### src/rtl/fetch_stage.sv
// fetch_stage
//   Instruction-fetch stage. Owns the F-stage program counter and the F/D
//   pipeline register. Each cycle the PC takes the next PC from the next-PC
//   logic, or is redirected to the exception handler (req) or to the return
//   address (eret). A stall holds both the PC and the F/D register.
//
// Optional feature macro: FETCH_ADEL_CHECK_EN
//   Defined   : fetches that are misaligned or outside [IM_LO, IM_HI]
//               produce a bubble instruction (0) with exccode 4 (AdEL).
//   Undefined : no address check; fetched word is always im_rdata and
//               d_exccode is constant 0.
//
// Ports
//   clk        in   system clock, rising edge
//   reset      in   synchronous active-high reset
//   npc[31:0]  in   next PC from the next-PC logic (taken verbatim)
//   stall      in   hazard stall: hold PC and F/D register
//   req        in   exception/interrupt taken this cycle (overrides stall)
//   eret       in   eret resolved in D (ignored while stalled)
//   epc[31:0]  in   return address for eret
//   d_is_jump  in   instruction in D is a branch/jump (fetch is a delay slot)
//   im_rdata   in   combinational instruction memory data at f_pc
//   f_pc       out  current fetch address
//   d_pc       out  PC of the instruction in D
//   d_instr    out  instruction in D
//   d_exccode  out  fetch exception code carried to D (0 none, 4 AdEL)
//   d_bd       out  D instruction is in a branch delay slot

module fetch_stage (
  input  logic        clk,
  input  logic        reset,
  input  logic [31:0] npc,
  input  logic        stall,
  input  logic        req,
  input  logic        eret,
  input  logic [31:0] epc,
  input  logic        d_is_jump,
  input  logic [31:0] im_rdata,
  output logic [31:0] f_pc,
  output logic [31:0] d_pc,
  output logic [31:0] d_instr,
  output logic [4:0]  d_exccode,
  output logic        d_bd
);

  localparam logic [31:0] PC_RESET  = 32'h0000_3000;
  localparam logic [31:0] EXC_ENTRY = 32'h0000_4180;
  localparam logic [31:0] IM_LO     = 32'h0000_3000;
  localparam logic [31:0] IM_HI     = 32'h0000_6ffc;
  localparam logic [4:0]  EXC_ADEL  = 5'd4;

  logic [31:0] f_pc_reg, f_pc_next;
  logic [31:0] d_pc_reg, d_pc_next;
  logic [31:0] d_instr_reg, d_instr_next;
  logic [4:0]  d_exccode_reg, d_exccode_next;
  logic        d_bd_reg, d_bd_next;

  logic [31:0] fetch_word;
  logic [4:0]  fetch_code;

`ifdef FETCH_ADEL_CHECK_EN
  logic fetch_illegal;

  always_comb begin
    fetch_illegal = (f_pc_reg[1:0] != 2'b00) || (f_pc_reg < IM_LO) || (f_pc_reg > IM_HI);
    fetch_word    = fetch_illegal ? 32'h0 : im_rdata;
    fetch_code    = fetch_illegal ? EXC_ADEL : 5'd0;
  end
`else
  always_comb begin
    fetch_word = im_rdata;
    fetch_code = 5'd0;
  end
`endif

  // Redirects (req, eret) flush F/D to a bubble carrying the target PC, so the
  // D stage sees a well-defined PC even though no instruction is present.
  always_comb begin
    f_pc_next      = f_pc_reg;
    d_pc_next      = d_pc_reg;
    d_instr_next   = d_instr_reg;
    d_exccode_next = d_exccode_reg;
    d_bd_next      = d_bd_reg;
    if (req) begin
      f_pc_next      = EXC_ENTRY;
      d_pc_next      = EXC_ENTRY;
      d_instr_next   = 32'h0;
      d_exccode_next = 5'd0;
      d_bd_next      = 1'b0;
    end else if (eret && !stall) begin
      f_pc_next      = epc;
      d_pc_next      = epc;
      d_instr_next   = 32'h0;
      d_exccode_next = 5'd0;
      d_bd_next      = 1'b0;
    end else if (!stall) begin
      f_pc_next      = npc;
      d_pc_next      = f_pc_reg;
      d_instr_next   = fetch_word;
      d_exccode_next = fetch_code;
      d_bd_next      = d_is_jump;
    end
  end

  always_ff @(posedge clk) begin
    if (reset) begin
      f_pc_reg      <= PC_RESET;
      d_pc_reg      <= PC_RESET;
      d_instr_reg   <= 32'h0;
      d_exccode_reg <= 5'd0;
      d_bd_reg      <= 1'b0;
    end else begin
      f_pc_reg      <= f_pc_next;
      d_pc_reg      <= d_pc_next;
      d_instr_reg   <= d_instr_next;
      d_exccode_reg <= d_exccode_next;
      d_bd_reg      <= d_bd_next;
    end
  end

  assign f_pc      = f_pc_reg;
  assign d_pc      = d_pc_reg;
  assign d_instr   = d_instr_reg;
  assign d_exccode = d_exccode_reg;
  assign d_bd      = d_bd_reg;

endmodule

### config.mk
export PLATFORM = sky130hd
export DESIGN_NAME = fetch_stage
export DESIGN_NICKNAME = d
export VERILOG_FILES = /design/src/rtl/fetch_stage.sv
export SDC_FILE = /design/constraint.sdc
export NUM_CORES = 1
export LEC_CHECK = 0
export CAP_MARGIN = 25
export CORE_ASPECT_RATIO = 1.1
export CORE_MARGIN = 4
export CORE_UTILIZATION = 43
export CTS_BUF_LIST = sky130_fd_sc_hd__clkbuf_4
export CTS_CLUSTER_DIAMETER = 120
export DETAILED_ROUTE_END_ITERATION = 7
export PLACE_DENSITY = 0.83
export SLEW_MARGIN = 20
export SYNTH_ARGS = -nofsm -noshare
export SYNTH_HDL_FRONTEND = slang
export SYNTH_SLANG_ARGS = --single-unit
### constraint.sdc
create_clock -name clk -period 1.31 [get_ports clk]
set_input_delay 0.262 -clock clk [delete_from_list [all_inputs] [get_ports clk]]
set_output_delay 0.262 -clock clk [all_outputs]
set_load 0.02 [all_outputs]
==> metrics, run 1 <==
final setup margin=0.0580 ns; Post-synth ARST share=0%; Overflow after GRT=0; Critical Path RT=1.05 ns; Die Height=114 um; Die ar.=11900 um2; Max Buffers Root-to-Sink=2; Worst Tran Pin Value=0.687 ns; average size of a mapped cell=10.8 um2; Buffers & Inverters on Critical Path=1; mapped cell area=4400 um2; Worst setup EP type=output pin; clock skew=0.0229 ns; post-DP HPWL=9280 um; sequential cell area=2000 um2; vias in the first global route=3847; H-Tree Depth=3; post-place setup slack=-0.271 ns; Finished Layout Cells=725; Starting DRT DRC Count=122; Synth Flop Type=dfxtp_1; Synth warnings=0; Core Rows=38; first-pass GRT wire length=19600 um; CP Max Fanout=2; port bufs=198; Inst Count DP=706; Post-synth EDFFs=0; critical path cell sequence=buf_2; CTS Buf Count=9; worst hold path type=input port to flip-flop; Clock transition at path regs=0.18 ns; Crit path max-delay family=flip-flops; final hold vios=0; Worst VDD drop=0.603 mV; cell taking the most area after synthesis=dfxtp_1; slowest stage cell, crit path=dfxtp_1; status=finished clean; largest net degree at the start of global routing=43; Slew HR=54.1%; hold buffer count at CTS=0; core area=9940 um2; final routed wire length divided by cell count=17.0 um; Max-cap violations=0; WL final=12300 um; Startpoint Class=flip-flop; area fraction of the dominant cell type after synthesis=44.1%; # clock sinks=97; die width=104 um; Pleak=2.80 nW; CTS root buffer=clkbuf_4; antenna violations before repair=1; synth top area cells=dfxtp_1 44%, mux2i_1 21%, a211oi_2 8.5%; drt pass-1 iters=4; fmax=799 MHz; Final period util=95.6%; Top Ports=204; Cell variety after synth=19; sequential area share after synthesis=44.1%; Final nets=701; count leader, synth=dfxtp_1; GRT Overall Usage=20.2%; fill count=832; Vias/cell=5.11; area grow syn2layout=42.4%; Post-synth top cells=97 x dfxtp_1, 91 x mux2i_1, 56 x nor2b_1, 33 x nor3_1, 30 x a211oi_2; Routability Congestion=0.788; Synth Instances=409; Multi-input gate area=2190 um2; Crit path arrival time=0.99 ns; pwr dens=983 nW/um2; Initial Utilization=44.3%; layout cells sized above 1=35.6%; tightest hold margin=0.256 ns; Max stage delay on crit path=0.39 ns; Setup-failing EPs final=0; min Tclk post-route=1.25 ns; DRT antenna net count=0; clk_lat worst skew=0.44 ns; WS Path Type=flip-flop to output pin; Vias=3705; max-slew violation count=0; drc violations=0; number of synthesized register bits=97; TritonCTS clock tree=yes; RSZ-0062 raised after global routing=no
==> tightest hold or removal path: cells and delay by family <==
kind | cells | cell delay, ns
simple gates | 2 | 0.30
buf+inv | 1 | 0.10
==> placed cells by master (no fill, tap or decap), types with 2 or more instances in the layout <==
cell type | synthesis | layout
nor3_1 | 33 | 33
nor2b_1 | 56 | 55
nand2_1 | 4 | 4
mux2i_1 | 91 | 91
a221oi_1 | 6 | 6
clkdlybuf4s50_1 | 0 | 99
dfxtp_1 | 97 | 52
clkinv_4 | 0 | 2
a211oi_2 | 30 | 30
buf_2 | 20 | 92
buf_12 | 0 | 7
dfxtp_2 | 0 | 45
o221ai_1 | 4 | 4
buf_4 | 11 | 17
conb_1 | 1 | 5
a211oi_1 | 27 | 27
inv_1 | 7 | 7
clkbuf_4 | 0 | 13
nand2b_1 | 6 | 6
inv_6 | 0 | 2
==> where the power goes <==
group	internal, W	switching (W)	total (W)
Combinational	0.000661	0.000660	0.00132
Clock	0.000616	0.00106	0.00168
Sequential	0.00309	0.0000754	0.00316
Total	0.00437	0.00180	0.00616
==> cell type report <==
| type | instances | share of cell area (%) |
|---|---|---|
| antenna | 1 | 0.0399 |
| inverter | 8 | 0.479 |
| sequential | 97 | 31.9 |
| clock buffer | 9 | 1.08 |
| timing repair buffer | 219 | 27.9 |
| tap | 120 | 2.40 |
| multi-input combinational | 264 | 34.9 |
| clock inverter | 7 | 1.34 |
==> stage by stage <==
step | cell area [um2] | setup TNS (ns) | util, % | total power [W]
final | 6270 | 0 | 63.1 | 0.00616
after global routing | 6270 | 0 | 63.1 | 0.00646
after CTS | 6230 | 0 | 62.7 | 0.00622
after detailed placement | 6510 | -14.56 | 65.5 | 0.00465
after global placement | 6510 | -16.16 | 65.5 | 0.00462
after floorplan | 4420 | 0 | - | 0.00395
==> cell families after synthesis <==
logic type | share of synthesized area (%)
and+or+nand+nor | 13.2
DFF | 44.1
muxes | 20.7
AOI/OAI and AO/OA | 15.1
buffers and inverters | 6.79
other | 0.0852
==> routing by layer <==
layer | track usage [%] | up-vias | wire length (um)
met4 | 5.50 | 0 | 159
met3 | 6.71 | 11 | 1060
met5 | 0 | - | 0
met1 | 24.3 | 1716 | 5110
li1 | - | 1840 | -
met2 | 34.7 | 138 | 5990
==> worst paths after layout <==
kind                                  from                      end  slack [ns]  depth (start not counted)
hold reg to reg      d_pc[14]$_SDFFE_PP0P_    d_pc[14]$_SDFFE_PP0P_        0.48                          2
hold / removal                       stall  d_instr[3]$_SDFFE_PP0N_        0.26                          3
setup reg to reg      f_pc[6]$_SDFFE_PP0P_     d_pc[6]$_SDFFE_PP0P_        0.44                          3
setup / recovery  d_instr[28]$_SDFFE_PP0N_              d_instr[28]        0.06                          1
==> repair_timing <==
action	in CTS	in global routing
buffers inserted	1	1
resized for setup	415	20
setup endpoints to repair	96	18
Note: power is estimated with default switching activity, not from simulation.
==> run 2, diff against run 1 <==
- CORE_MARGIN: 4 -> 2
- SLEW_MARGIN: 20 -> 10
==> run 2 against run 1 <==
  * Flip-flop and latch count stayed put
  * Wire length fell by 2.7%
  * Critical endpoint is now d_instr[5]
  * Count of clock-buffer cells in the layout up 1
  * Core utilization down 0.59 points
  * Global-route usage grew 0.86 points
  * Largest cell class unchanged
  * Cell area down 0.94%
  * Sequential share of layout area shrank 0.061 points
==> metrics, run 2 (synthesis results as in run 1) <==
pwr dens=929 nW/um2; largest net degree at the start of global routing=41; Clock transition at path regs=0.13 ns; Max Buffers Root-to-Sink=2; slowest stage cell, crit path=dfxtp_1; GRT Overall Usage=21.1%; Die Height=110 um; DRT antenna net count=0; critical path cell sequence=buf_2; Final nets=699; Core Rows=38; Finished Layout Cells=718; Fin Setup TNS=0 ns; tightest hold margin=0.268 ns; WL final=12000 um; TritonCTS clock tree=yes; Setup-failing EPs final=0; final hold vios=0; sequential cell area=1980 um2; post-cts resize count=405; Buffers & Inverters on Critical Path=1; die width=100 um; Startpoint Class=flip-flop; Max-cap violations=0; CP Max Fanout=2; Worst VDD drop=0.544 mV; CTS root buffer=clkbuf_4; Crit path max-delay family=flip-flops; Final Cell Area=6210 um2; # clock sinks=97; Crit path arrival time=1.00 ns; Diodes inserted=0; port bufs=198; WL met3=1010 um; Initial Utilization=44.3%; area grow syn2layout=41.0%; status=finished clean; placed inst area=6550 um2; Max stage delay on crit path=0.38 ns; most common cell after layout, fill and taps aside=clkdlybuf4s50_1; post-DP HPWL=8900 um; min Tclk post-route=1.26 ns; top layer in use=met4; final routed wire length divided by cell count=16.7 um; max-slew violation count=0; clk_lat worst skew=0.44 ns; Multi-input gate area=2180 um2; drc violations=0; setup bufs post-CTS=0; final setup margin=0.0501 ns; Worst setup EP type=output pin; Routability Congestion=0.822; drt pass-1 iters=4; Critical Path RT=1.05 ns; met2 WL=5800 um; Die ar.=11100 um2; vias in the first global route=3835; worst hold path type=input port to flip-flop; Vias/cell=5.24; first-pass GRT wire length=18400 um; core area=9940 um2; WS Path Type=flip-flop to output pin; fmax=794 MHz; RSZ-0062 raised after global routing=no; Overflow after GRT=0; Top Ports=204; commonest cells after routing, fill and taps aside=99 x clkdlybuf4s50_1, 91 x mux2i_1, 86 x buf_2; Starting DRT DRC Count=118; H-Tree Depth=3; Vias=3765; Pleak=2.77 nW; fill count=863; Final period util=96.2%; post-place setup slack=-0.251 ns; hold buffer count at CTS=0; CTS Buf Count=9; antenna violations before repair=0; Inst Count DP=706; layout cells sized above 1=31.9%; clock skew=0.0152 ns; met1 wire length=4950 um
## run 2: path summary, 6_finish.rpt
kind | cells after the start | endpoint | slack (ns) | start
max | 1 | d_instr[5] | 0.05 | d_instr[5]$_SDFFE_PP0N_
min | 3 | f_pc[12]$_SDFFE_PP1P_ | 0.27 | stall
max reg2reg | 3 | d_pc[2]$_SDFFE_PP0P_ | 0.45 | f_pc[2]$_SDFFE_PP0P_
min reg2reg | 2 | d_pc[7]$_SDFFE_PP0P_ | 0.49 | d_pc[7]$_SDFFE_PP0P_
## run 2: per-layer routing
layer / global-route usage [%] / vias up
met5: 0 / -
li1: - / 1834
met1: 24.6 / 1764
met4: 9.20 / 0
met2: 35.4 / 147
met3: 6.87 / 20
## run 2: area by class of cell
class	count	area share (%)
Clock buffer	10	1.21
Clock inverter	2	0.161
Inverter	8	0.484
Multi-Input combinational cell	264	35.1
Sequential cell	97	31.8
Tap cell	120	2.42
Timing Repair Buffer	217	28.8
## run 2: where the power goes
group / internal (W) / switching, W / total, W / leakage, nW
Combinational: 0.000674 / 0.000655 / 0.00133 / 1.91
Sequential: 0.00308 / 0.0000781 / 0.00316 / 0.803
Clock: 0.000367 / 0.000913 / 0.00128 / 0.0538
Total: 0.00412 / 0.00165 / 0.00577 / 2.77
## run 2: metrics by stage
step | power (W) | utilization (%)
after floorplan | 0.00395 | -
after global placement | 0.00462 | 65.9
after detailed placement | 0.00466 | 65.9
after CTS | 0.00583 | 62.1
after global routing | 0.00606 | 62.5
final | 0.00577 | 62.5
